$ cat config.mk
export PLATFORM = sky130hd
export DESIGN_NAME = wb_arbiter
export DESIGN_NICKNAME = d
export VERILOG_FILES = /design/src/rtl/wb_arb_pkg.sv /design/src/rtl/wb_result_fifo.sv /design/src/rtl/wb_arbiter.sv
export SDC_FILE = /design/constraint.sdc
export NUM_CORES = 1
export LEC_CHECK = 0
export BUFFER_PORTS_ARGS = -buffer_cell sky130_fd_sc_hd__buf_2
export CAP_MARGIN = 15
export CORE_MARGIN = 2
export CORE_UTILIZATION = 40
export DETAILED_ROUTE_END_ITERATION = 7
export GPL_ROUTABILITY_DRIVEN = 0
export HOLD_SLACK_MARGIN = 0.02
export SYNTH_ARGS = -nofsm -noshare
export SYNTH_HDL_FRONTEND = slang
export SYNTH_SLANG_ARGS = --single-unit
$ cat constraint.sdc
create_clock -name clk -period 2.1 [get_ports clk]
set_input_delay 0.105 -clock clk [delete_from_list [all_inputs] [get_ports clk]]
set_output_delay 0.105 -clock clk [all_outputs]
set_load 0.05 [all_outputs]
$ cat src/rtl/wb_arb_pkg.sv
// Shared widths and the writeback request type used by the arbiter and its result FIFO.
package wb_arb_pkg;
  localparam int REG_W    = 3;
  localparam int DATA_W   = 16;
  localparam int NUM_REGS = 8;

  typedef struct packed {
    logic              we;
    logic [REG_W-1:0]  dest;
    logic [DATA_W-1:0] data;
  } wb_req_t;
endpackage

$ cat src/rtl/wb_result_fifo.sv
// Circular buffer holding MDU results until they win the register-file write port.
module wb_result_fifo
  import wb_arb_pkg::*;
#(
  parameter int FIFO_DEPTH = 2
) (
  input  logic                               clk,
  input  logic                               rst,
  input  logic                               push,
  input  wb_req_t                            push_data,
  input  logic                               pop,
  output wb_req_t                            head,
  output logic [$clog2(FIFO_DEPTH+1)-1:0]    count
);
  localparam int CNT_W = $clog2(FIFO_DEPTH + 1);
  localparam int PTR_W = (FIFO_DEPTH > 1) ? $clog2(FIFO_DEPTH) : 1;

  wb_req_t              mem_q [FIFO_DEPTH];
  logic [PTR_W-1:0]     wr_ptr_q, wr_ptr_d;
  logic [PTR_W-1:0]     rd_ptr_q, rd_ptr_d;
  logic [CNT_W-1:0]     count_q, count_d;

  function automatic logic [PTR_W-1:0] ptr_inc(input logic [PTR_W-1:0] p);
    return (p == PTR_W'(FIFO_DEPTH - 1)) ? '0 : p + PTR_W'(1);
  endfunction

  // Caller guarantees no push when full and no pop when empty.
  always_comb begin
    wr_ptr_d = push ? ptr_inc(wr_ptr_q) : wr_ptr_q;
    rd_ptr_d = pop  ? ptr_inc(rd_ptr_q) : rd_ptr_q;
    count_d  = count_q;
    if (push && !pop)      count_d = count_q + CNT_W'(1);
    else if (!push && pop) count_d = count_q - CNT_W'(1);
  end

  always_ff @(posedge clk or negedge rst) begin
    if (!rst) begin
      wr_ptr_q <= '0;
      rd_ptr_q <= '0;
      count_q  <= '0;
    end else begin
      wr_ptr_q <= wr_ptr_d;
      rd_ptr_q <= rd_ptr_d;
      count_q  <= count_d;
    end
  end

  // Storage is not reset; the cleared pointers and count make old entries unreachable.
  always_ff @(posedge clk) begin
    if (push) mem_q[wr_ptr_q] <= push_data;
  end

  assign head  = mem_q[rd_ptr_q];
  assign count = count_q;
endmodule

$ cat src/rtl/wb_arbiter.sv
// Register-file write-port arbiter: pipeline WB has priority, MDU results queue behind it,
// with starvation relief and a pending-destination scoreboard for decode hazards.
module wb_arbiter
  import wb_arb_pkg::*;
#(
  parameter int FIFO_DEPTH   = 2,
  parameter int STARVE_LIMIT = 4
) (
  input  logic              clk,
  input  logic              rst,
  input  logic              pipe_wb_en,
  input  logic [REG_W-1:0]  pipe_wb_dest,
  input  logic [DATA_W-1:0] pipe_wb_data,
  input  logic              mdu_valid,
  input  logic [REG_W-1:0]  mdu_dest,
  input  logic [DATA_W-1:0] mdu_data,
  output logic              mdu_ready,
  input  logic              issue_mdu,
  input  logic [REG_W-1:0]  issue_dest,
  input  logic [REG_W-1:0]  issue_src_a,
  input  logic [REG_W-1:0]  issue_src_b,
  output logic              hazard_stall,
  output logic              pipe_hold,
  output logic              rf_we,
  output logic [REG_W-1:0]  rf_waddr,
  output logic [DATA_W-1:0] rf_wdata
);
  localparam int CNT_W = $clog2(FIFO_DEPTH + 1);
  localparam int SC_W  = $clog2(STARVE_LIMIT + 1);

  logic [CNT_W-1:0]    fifo_count;
  wb_req_t             fifo_head, fifo_in, win;
  logic                fifo_push, fifo_pop, fifo_nempty;
  wb_req_t             rf_q, rf_d;
  logic [SC_W-1:0]     starve_q, starve_d;
  logic                hold_q, hold_d;
  logic [NUM_REGS-1:0] pending_q, pending_d;

  assign fifo_in = '{we: 1'b1, dest: mdu_dest, data: mdu_data};

  wb_result_fifo #(.FIFO_DEPTH(FIFO_DEPTH)) u_fifo (
    .clk       (clk),
    .rst       (rst),
    .push      (fifo_push),
    .push_data (fifo_in),
    .pop       (fifo_pop),
    .head      (fifo_head),
    .count     (fifo_count)
  );

  // Ready depends only on the current count, so a full FIFO never passes a result through.
  always_comb begin
    fifo_nempty  = (fifo_count != '0);
    mdu_ready    = (fifo_count < CNT_W'(FIFO_DEPTH));
    fifo_push    = mdu_valid & mdu_ready;
    fifo_pop     = !pipe_wb_en & fifo_nempty;
    hazard_stall = pending_q[issue_src_a] | pending_q[issue_src_b]
                 | (issue_mdu & pending_q[issue_dest]);
  end

  always_comb begin
    win    = fifo_head;
    win.we = fifo_pop & fifo_head.we;
    if (pipe_wb_en) win = '{we: 1'b1, dest: pipe_wb_dest, data: pipe_wb_data};

    rf_d = '0;
    if (win.we) begin
      rf_d    = win;
      rf_d.we = (win.dest != '0);
    end

    starve_d = starve_q;
    if (fifo_pop)
      starve_d = '0;
    else if (fifo_nempty && pipe_wb_en && starve_q != SC_W'(STARVE_LIMIT))
      starve_d = starve_q + SC_W'(1);
    hold_d = (starve_d == SC_W'(STARVE_LIMIT)) && (starve_q != SC_W'(STARVE_LIMIT));

    // Set is applied after clear so a same-cycle issue to the retiring dest stays pending.
    pending_d = pending_q;
    if (fifo_pop) pending_d[fifo_head.dest] = 1'b0;
    if (issue_mdu && !hazard_stall && issue_dest != '0) pending_d[issue_dest] = 1'b1;
    pending_d[0] = 1'b0;
  end

  always_ff @(posedge clk or negedge rst) begin
    if (!rst) begin
      rf_q      <= '0;
      starve_q  <= '0;
      hold_q    <= 1'b0;
      pending_q <= '0;
    end else begin
      rf_q      <= rf_d;
      starve_q  <= starve_d;
      hold_q    <= hold_d;
      pending_q <= pending_d;
    end
  end

  assign rf_we     = rf_q.we;
  assign rf_waddr  = rf_q.dest;
  assign rf_wdata  = rf_q.data;
  assign pipe_hold = hold_q;
endmodule
==> run metrics, run 1 <==
number of synthesized register bits 73; Worst slew margin around 44%; syn avg cell area approximately 13 sq um; status completed; ys async rst share between 40 and 50%; filler cell count roughly 680; vias in the first global route about 2,300; min-delay src issue_mdu; clock latency on the worst-skew pair about 0.33 ns; initial core utilization about two fifths; CTS sink cnt 73; Core Rows 32; final worst setup slack roughly 0.095 ns; sequential area share after synthesis between 60% and 70%; Die X 92.03 um; Least-Margin Pin Slew 0.8474 ns; hold worst-path end pending_q[6]; CTS Buf Count 9; Post-DP HPWL roughly 4.4 mm; die height about 90 um; warnings from Yosys 0; Setup WS pre-CTS between 0.3 and 0.4 ns; clk slew on worst S/H paths 0.08 ns; vias per cell a little under 5; maximum vdd drop between 600 and 700 uV; Hold Path Stages 3; max-slew violations 0; Post-Synthesis Cell Area 3099 sq um; vias 2,272; FF-to-FF Start pending_q[5]; DRT Pass-1 Iters 5; static leakage 1.840 nW; share of the synthesized area in the top cell type approximately 37%; PwrDens approximately 1200 nW/um^2; DRT antenna net count 0; Global Route Usage Sum 16.94%; Final Cycle Share approximately 95%; Critical Path Sink Type primary output; area growth from synthesis to layout 38.27%; DRC violations left 0; H-tree depth 3; largest net degree at the start of global routing 36; core footprint 7607 sq um; final hold violations 0; CTS tree yes; Tmin final roughly 2.0 ns; Max Freq roughly 500 MHz; Finish-stage setup viols 0; top-level port count 75; Worst EP required roughly 2.0 ns; r2r endpoint pending_q[7]; fin area between 4000 and 5000 sq um; Post-DP Area approximately 3600 sq um; Critical Path Source Type register; distinct cell type count after synthesis 40; Max FO, Critical Path 5; first-pass GRT wire length ~11 mm; Net Count, Synth ~290; routed len/inst 14.33 um; arrival time worst endpoint ~1.9 ns; r2r worst-path depth 5; Initial DRC Count 89; post-synth top area cell edfxtp_1; Nets roughly 420; Max-Cap Viols 0; final WL about 6.7 mm; Port Buffer Count 74; initial antenna violation count 0; DIE AREA ~8500 sq um; layout cells sized above 1 approximately a third; Cells after Synth between 200 and 250; clock buffer depth 2; critical path class reg -> out; Hold Crit Class in -> reg; CTS root buffer clkbuf_8; most frequent cell after synthesis edfxtp_1; Congestion Overflow GR 0; Clock Skew 0.006315 ns; top post-synthesis cells by area edfxtp_1 (37%), dfrtp_1 (28%), mux2i_1 (6.1%); final setup TNS 0 ns; EDFF count, synth 38; diode count 0; top cells by count, synth edfxtp_1 (38), dfrtp_1 (35), nand2_1 (29), o21ai_0 (28), mux2i_1 (19); RSZ-0062 raised after global routing no; Top FF cell, synth edfxtp_1; reg2reg setup slack between 0.3 and 0.4 ns
-- layout make-up --
| type | count | area [sq um] | area share (%) |
|---|---|---|---|
| Inverter | 6 | 22.52 | 0.5255 |
| Timing Repair Buffer | 122 | 828.3 | 19.33 |
| Tap cell | 102 | 127.6 | 2.978 |
| Clock inverter | 6 | 115.1 | 2.686 |
| Sequential cell | 73 | 2017 | 47.07 |
| Multi-Input combinational cell | 148 | 1047 | 24.44 |
| Clock buffer | 10 | 127.6 | 2.978 |
-- worst max-delay path by stage --
stage	start	end	slack, ns	cells past startpoint
floorplan	u_fifo.count[1]	u_fifo.mem_q[0][0]	0.14	2
global placement	pending_q[7]	hazard_stall	0.40	5
detailed placement	pending_q[7]	hazard_stall	0.36	5
CTS	pending_q[3]	hazard_stall	0.02	5
global route	pending_q[1]	hazard_stall	0.01	5
finish	pending_q[5]	hazard_stall	0.09	5
-- logic make-up (layout without fill, tap and decap cells) --
logic type | count (synthesis) | in the layout | synth area share [%]
XOR/XNOR | 5 | 5 | 1.413
buffers and inverters | 15 | 144 | 2.220
multiplexers | 27 | 27 | 9.164
AO/OA/AOI/OAI | 54 | 54 | 11.87
flip-flops | 73 | 73 | 65.08
AND/OR/NAND/NOR | 59 | 59 | 9.043
adder cells (fa/ha/maj) | 3 | 3 | 1.211
-- repair_timing --
| action | 4_1_cts | 5_1_grt |
|---|---|---|
| resized for setup | 1 | 2 |
| endpoints found under the hold margin | 92 | 0 |
| pin swaps | 0 | 1 |
| setup endpoints to repair | 1 | 1 |
| buffers inserted | 0 | 2 |
| hold buffers | 39 | 0 |
-- critical path, stage by stage (launching register included) --
cell	delay, ns
dfrtp_1	0.42
mux2_4	0.29
a221oi_4	0.32
o32ai_4	0.16
a21o_1	0.17
buf_2	0.20
-- layer usage --
layer | up-vias | global-route usage, % | part of all wire (%)
met1 | 1082 | 20.98 | 44
met4 | 0 | 7.463 | 1.4
li1 | 1117 | - | -
met3 | 10 | 3.122 | 4.2
met2 | 63 | 28.98 | 51
met5 | - | 0 | 0
-- cell usage in the layout, fill, tap and decap left out, types with 2 or more instances in the layout --
| cell type | instances |
|---|---|
| a21oi_1 | 4 |
| a221oi_2 | 2 |
| a22o_1 | 2 |
| buf_2 | 74 |
| buf_4 | 9 |
| bufinv_16 | 3 |
| clkbuf_8 | 9 |
| dfrtp_1 | 35 |
| dlygate4sd3_1 | 39 |
| edfxtp_1 | 38 |
| ha_1 | 3 |
| inv_1 | 6 |
| mux2_2 | 7 |
| mux2i_1 | 19 |
| nand2_1 | 29 |
| nand2b_1 | 2 |
| nand3_1 | 3 |
| nand4_1 | 2 |
| nor2_1 | 6 |
| nor2b_1 | 7 |
| o21ai_0 | 28 |
| o22ai_1 | 2 |
| o2bb2ai_1 | 2 |
| o31ai_1 | 6 |
| or2_2 | 2 |
| xnor2_1 | 3 |
| xor2_1 | 2 |
-- report_power, final --
part / internal, mW / total (mW) / switching (mW)
sequential: 1.88 / 2.12 / 0.236
combinational: 0.665 / 1.77 / 1.11
clock: 0.796 / 1.32 / 0.521
total: 3.34 / 5.21 / 1.86
-- sequential cells by signal, indices dropped and copies added, names as in the netlist --
signal and flops:
rf_wdata 16, u_fifo.wr_ptr_q 1, starve_q 3, u_fifo.count 2, rf_we 1, pipe_hold 1, u_fifo.mem_q 38, pending_q 7
rf_waddr 3, u_fifo.rd_ptr_q 1
-- stage by stage --
stage                     instances  hold slack (ns)  util [%]  power [mW]
after floorplan                 236          -0.1906         -       3.364
after global placement          410           0.2571     47.45       3.804
after detailed placement        410           0.2770     47.45       3.834
after CTS                       465          0.04185     55.92       5.226
after global routing            467          0.07203     56.33       5.497
final                           467          0.09078     56.33       5.208
Power figures use the tool's default switching activity.
==> run 2: changes to the inputs <==
Settings changed: CORE_MARGIN 2 to unset, RECOVER_POWER set to 100.
==> run 2 against run 1 <==
Power down 1.8%. Count of clock-buffer cells in the layout unchanged. Setup slack better by 0.011 ns. First-iteration DRC count rose by 74%. Non-clock buffer count unchanged. Combinational power is 4% lower. Final cell count down 0.64%. Via count rose by 1.0%. Global-route usage up 0.85 points. Design area fell by 1.7%. Die area decreased by 4.3%. Largest cell class unchanged. Highest routed layer unchanged.
==> run metrics, run 2 (synthesis gave the netlist of run 1 again) <==
vias in the first global route 2,352 (was 2,319); final setup TNS 0 ns (unchanged); worst-path cell chain mux2_4 > a221oi_4 > o32ai_4 > a21o_1 > buf_2 (unchanged); Fin Hold WS 0.08488 ns (was 0.09078 ns); Core Rows 31 (was 32); fin area 4212 sq um (was 4285 sq um); Post-DP HPWL 4.450 mm (was 4.366 mm); maximum vdd drop 525.6 uV (was 625.8 uV); top-level port count 75 (unchanged); Congestion Overflow GR 0 (unchanged); max-slew violations 0 (unchanged); diode count 0 (unchanged); Post-DP Area 3613 sq um (was 3610 sq um); grt met1 use 21.47% (was 20.98%); area growth from synthesis to layout 35.89% (was 38.27%); Least-Margin Pin Slew 0.9050 ns (was 0.8474 ns); Non-Filler Instances 464 (was 467); final hold violations 0 (unchanged); crit-path leading delay family compound AO/OA/AOI/OAI gates (unchanged); Hold Crit Class in -> reg (unchanged); initial core utilization 42.05% (was 40.74%); Setup WS pre-CTS 0.3578 ns (was 0.3601 ns); CTS root buffer clkbuf_8 (unchanged); CTS Buf Count 9 (unchanged); Max Freq 501.3 MHz (was 498.7 MHz); Port Buffer Count 74 (unchanged); DRT antenna net count 0 (unchanged); Worst EP required 2.00 ns (about the same); most frequent cells in the layout buf_2 (42), dlygate4sd3_1 (39), edfxtp_1 (38) (was buf_2 (74), dlygate4sd3_1 (39), edfxtp_1 (38)); Largest register FFs 38 (unchanged); Global Route Usage Sum 17.79% (was 16.94%); Max FO, Critical Path 4 (was 5); CP Buf/Inv Count 1 (unchanged); vias per cell 4.946 (was 4.865); Worst slew margin 39.66% (was 43.50%); most common cell after layout, fill and taps aside buf_2 (unchanged); Largest Register u_fifo.mem_q (unchanged); clock latency on the worst-skew pair 0.33 ns (about the same); arrival time worst endpoint 1.89 ns (was 1.90 ns); critical path class reg -> out (unchanged); placed insts 408 (was 410); Slowest cell on crit path dfrtp_1 (unchanged); H-tree depth 3 (unchanged); final worst setup slack 0.1052 ns (was 0.09462 ns); RSZ-0062 raised after global routing no (unchanged); Max-Cap Viols 0 (unchanged); DIE AREA 8105 sq um (was 8469 sq um); largest net degree at the start of global routing 36 (unchanged); first-pass GRT wire length 11.12 mm (was 10.99 mm); crit-path max cell delay 0.43 ns (was 0.42 ns); die height 90.03 um (was 92.03 um); CTS sink cnt 73 (unchanged); Die X 90.03 um (was 92.03 um); final WL 6.653 mm (was 6.692 mm); Critical Path Sink Type primary output (unchanged); DRC violations left 0 (unchanged); vias 2,295 (was 2,272); static leakage 1.731 nW (was 1.840 nW); core footprint 7370 sq um (was 7607 sq um); Finish-stage setup viols 0 (unchanged); Tmin final 1.995 ns (was 2.005 ns); CTS tree yes (unchanged); Nets 415 (unchanged); Critical Path Source Type register (unchanged); Final Cycle Share 94.99% (was 95.49%); routed len/inst 14.34 um (was 14.33 um); status completed (unchanged); PwrDens 1214 nW/um^2 (was 1215 nW/um^2); layout cells sized above 1 21.37% (was 31.78%); met2 Use GR 30.79% (was 28.98%); met3 usage 4.653% (was 3.122%); clk slew on worst S/H paths 0.07 ns (was 0.08 ns); Initial DRC Count 155 (was 89); initial antenna violation count 0 (unchanged); clock buffer depth 2 (unchanged); Clock Skew 0.005748 ns (was 0.006315 ns); GRT Max-Usage Layer met2 (unchanged); DRT Pass-1 Iters 4 (was 5)
-- run 2: changes by cell type in the layout (fill, tap and decap cells not counted), moves of 3 or more --
cell      change
clkbuf_1     +34
clkbuf_2      +3
buf_4         -5
buf_2        -32
-- run 2: per-layer routing --
metal / vias to the layer above / share of wire, % / wire (um)
met4: 0 / 0.35 / 23
met3: 2 / 4.4 / 295
met1: 1119 / 44 / 2928
li1: 1120 / - / -
met2: 54 / 51 / 3406
met5: - / 0 / 0
-- run 2: repair_timing --
| item | CTS | global route |
|---|---|---|
| hold buffers | 39 | 0 |
| gates cloned | 0 | 0 |
| gates resized for setup | 2 | 2 |
| setup buffers | 0 | 1 |
| pin swaps | 0 | 1 |
| endpoints found under the hold margin | 92 | 0 |
| setup endpoints to repair | 1 | 1 |
-- run 2: power breakdown --
part           total [mW]  switching, mW  leakage [nW]  internal, mW
clock                1.28          0.492         0.118         0.786
sequential           2.14          0.249         0.781          1.89
combinational        1.70           1.10         0.832         0.605
-- run 2: tightest hold or removal path: cells and delay by family --
kind                   cells  cell delay [ns]
AND/OR/NAND/NOR            1             0.07
buffers and inverters      1             0.13
AO/OA/AOI/OAI              1             0.07
-- run 2: worst paths after layout --
kind	from	endpoint	slack (ns)	cells after the start
setup / recovery	pending_q[5]	hazard_stall	0.11	5
max in group asynchronous	rst	pending_q[6]	1.10	2
hold / removal	issue_mdu	pending_q[7]	0.08	3
setup reg to reg	pending_q[5]	pending_q[7]	0.23	5
hold reg to reg	u_fifo.wr_ptr_q	u_fifo.wr_ptr_q	0.49	1
min in group asynchronous	rst	rf_wdata[6]	0.43	2
-- run 2: layout make-up --
type	count	area (sq um)
Timing Repair Buffer	122	773.2
Multi-Input combinational cell	148	1040
Fill cell	648	3158
Tap cell	99	123.9
Sequential cell	73	2017
Clock buffer	10	127.6
Inverter	6	22.52
Clock inverter	6	107.6
-- run 2: stage by stage --
stage,power (mW),utilization (%)
after floorplan,3.364,-
after global placement,3.829,49.03
after detailed placement,3.853,49.03
after CTS,5.227,57.74
after global routing,5.429,57.15
final,5.114,57.15
==> run 3: changes to the inputs <==
Settings changed: REMOVE_ABC_BUFFERS set to 1.
==> run 3 against run 2 <==
Die area stayed put. Design area decreased by 1.2%. Wire length about the same. Setup slack improved by 0.0073 ns. Sequential cell count did not move. Non-clock buffer count stayed put. Largest power group unchanged. Highest routed layer unchanged.
==> run metrics, run 3 (synthesis gave the netlist of run 1 again) <==
status completed (unchanged); area growth from synthesis to layout 34.23% (was 35.89%); Final Cycle Share 94.64% (was 94.99%); Max FO, Critical Path 4 (unchanged); Initial DRC Count 54 (was 155); hold worst-path end pending_q[6] (was pending_q[7]); final WL 6.656 mm (was 6.653 mm); Critical Path Source Type register (unchanged); DRC violations left 0 (unchanged); diode count 0 (unchanged); Hold Path Stages 3 (unchanged); Max Freq 503.2 MHz (was 501.3 MHz); Die X 90.03 um (unchanged); arrival time worst endpoint 1.88 ns (was 1.89 ns); vias per cell 4.841 (was 4.946); die height 90.03 um (unchanged); worst-path cell chain mux2_4 > a221oi_4 > o32ai_4 > a21o_1 > buf_2 (unchanged); reg2reg setup slack 0.16 ns (was 0.23 ns); CTS Buf Count 9 (unchanged); Nets 415 (unchanged); initial core utilization 42.05% (unchanged); PwrDens 1155 nW/um^2 (was 1214 nW/um^2); DRT Pass-1 Iters 4 (unchanged); Worst slew margin 37.28% (was 39.66%); Core Rows 31 (unchanged); H-tree depth 3 (unchanged); initial antenna violation count 0 (unchanged); critical path class reg -> out (unchanged); crit-path max cell delay 0.42 ns (was 0.43 ns); Hold Crit Class in -> reg (unchanged); CTS sink cnt 73 (unchanged); core footprint 7370 sq um (unchanged); RSZ-0062 raised after global routing no (unchanged); r2r endpoint rf_we (was pending_q[7]); r2r worst-path depth 3 (was 5); Critical Path Sink Type primary output (unchanged); Clock Skew 0.01262 ns (was 0.005748 ns); Tmin final 1.987 ns (was 1.995 ns); Finish-stage setup viols 0 (unchanged); final worst setup slack 0.1125 ns (was 0.1052 ns); clock latency on the worst-skew pair 0.34 ns (was 0.33 ns); final setup TNS 0 ns (unchanged); min-delay src issue_mdu (unchanged); DIE AREA 8105 sq um (unchanged); max-slew violations 0 (unchanged); vias 2,246 (was 2,295); largest net degree at the start of global routing 36 (unchanged); vias in the first global route 2,311 (was 2,352); static leakage 1.699 nW (was 1.731 nW); DRT antenna net count 0 (unchanged); Congestion Overflow GR 0 (unchanged); Slowest cell on crit path dfrtp_1 (unchanged); Worst EP required 2.00 ns (about the same); Port Buffer Count 74 (unchanged); Largest register FFs 38 (unchanged); Max-Cap Viols 0 (unchanged); first-pass GRT wire length 10.80 mm (was 11.12 mm); FF-to-FF Start u_fifo.count[0] (was pending_q[5]); Least-Margin Pin Slew 0.9408 ns (was 0.9050 ns); most frequent cells in the layout dlygate4sd3_1 (39), edfxtp_1 (38), clkbuf_1 (36) (was buf_2 (42), dlygate4sd3_1 (39), edfxtp_1 (38)); most common cell after layout, fill and taps aside dlygate4sd3_1 (was buf_2); clock buffer depth 2 (unchanged); layout cells sized above 1 21.10% (was 21.37%); maximum vdd drop 770.8 uV (was 525.6 uV); top-level port count 75 (unchanged); routed len/inst 14.34 um (about the same); CTS tree yes (unchanged); Global Route Usage Sum 17.15% (was 17.79%); Largest Register u_fifo.mem_q (unchanged); final hold violations 0 (unchanged); clk slew on worst S/H paths 0.07 ns (about the same); CTS root buffer clkbuf_8 (unchanged); Setup WS pre-CTS 0.3475 ns (was 0.3578 ns); Post-DP HPWL 4.249 mm (was 4.450 mm)
## run 3: changes by cell type in the layout (fill, tap and decap cells not counted), sizes merged
cell      previous run  this run
buf                 46        41
bufinv               3         0
clkinvlp             0         2
clkbuf              47        53
## run 3: stage by stage
stage	total power, mW	instances	util [%]	cell area [sq um]	hold slack [ns]
after global placement	3.825	405	49.07	3616	0.2482
after CTS	4.887	460	56.88	4192	0.06252
after floorplan	3.318	227	-	3053	-0.1906
final	4.807	464	56.45	4160	0.07672
after global routing	5.099	464	56.45	4160	0.07736
after detailed placement	3.844	405	49.07	3616	0.2540
## run 3: area by class of cell
cell class                      count  area (sq um)
Timing Repair Buffer              122         775.7
Inverter                            6         22.52
Clock inverter                      5         32.53
Sequential cell                    73          2017
Multi-Input combinational cell    148          1047
Clock buffer                       11         141.4
Fill cell                         639          3209
Tap cell                           99         123.9
## run 3: worst max-delay path: cells and delay by family, from the launching register on
| kind | cells | cell delay [ns] |
|---|---|---|
| flip-flops | 1 | 0.42 |
| buffers and inverters | 1 | 0.20 |
| multiplexers | 1 | 0.29 |
| AO/OA/AOI/OAI | 3 | 0.64 |
## run 3: worst max-delay path by stage
stage                                from                  to  cells after the start
after floorplan           u_fifo.count[1]  u_fifo.mem_q[0][0]                      2
final                        pending_q[1]        hazard_stall                      5
after global routing         pending_q[5]        hazard_stall                      5
after global placement       pending_q[7]        hazard_stall                      5
after detailed placement     pending_q[7]        hazard_stall                      5
after CTS                    pending_q[1]        hazard_stall                      5
## run 3: metal layers
| layer | routed length (um) | track usage [%] | up-vias |
|---|---|---|---|
| li1 | - | - | 1117 |
| met3 | 296 | 5.415 | 6 |
| met5 | 0 | 0 | - |
| met2 | 3317 | 30.22 | 56 |
| met4 | 40 | 4.032 | 0 |
| met1 | 3002 | 20.36 | 1067 |
## run 3: repair_timing
action | 4_1_cts | 5_1_grt
hold endpoints to repair | 92 | 0
setup buffers | 0 | 4
cloned | 0 | 0
endpoints found under the setup margin | 1 | 1
hold buffers | 39 | 0
pin swaps | 0 | 1
resized for setup | 1 | 3
## run 3: report_power, final
part / switching [mW] / internal, mW / total, mW
sequential: 0.220 / 1.89 / 2.11
clock: 0.503 / 0.457 / 0.961
combinational: 1.12 / 0.618 / 1.74
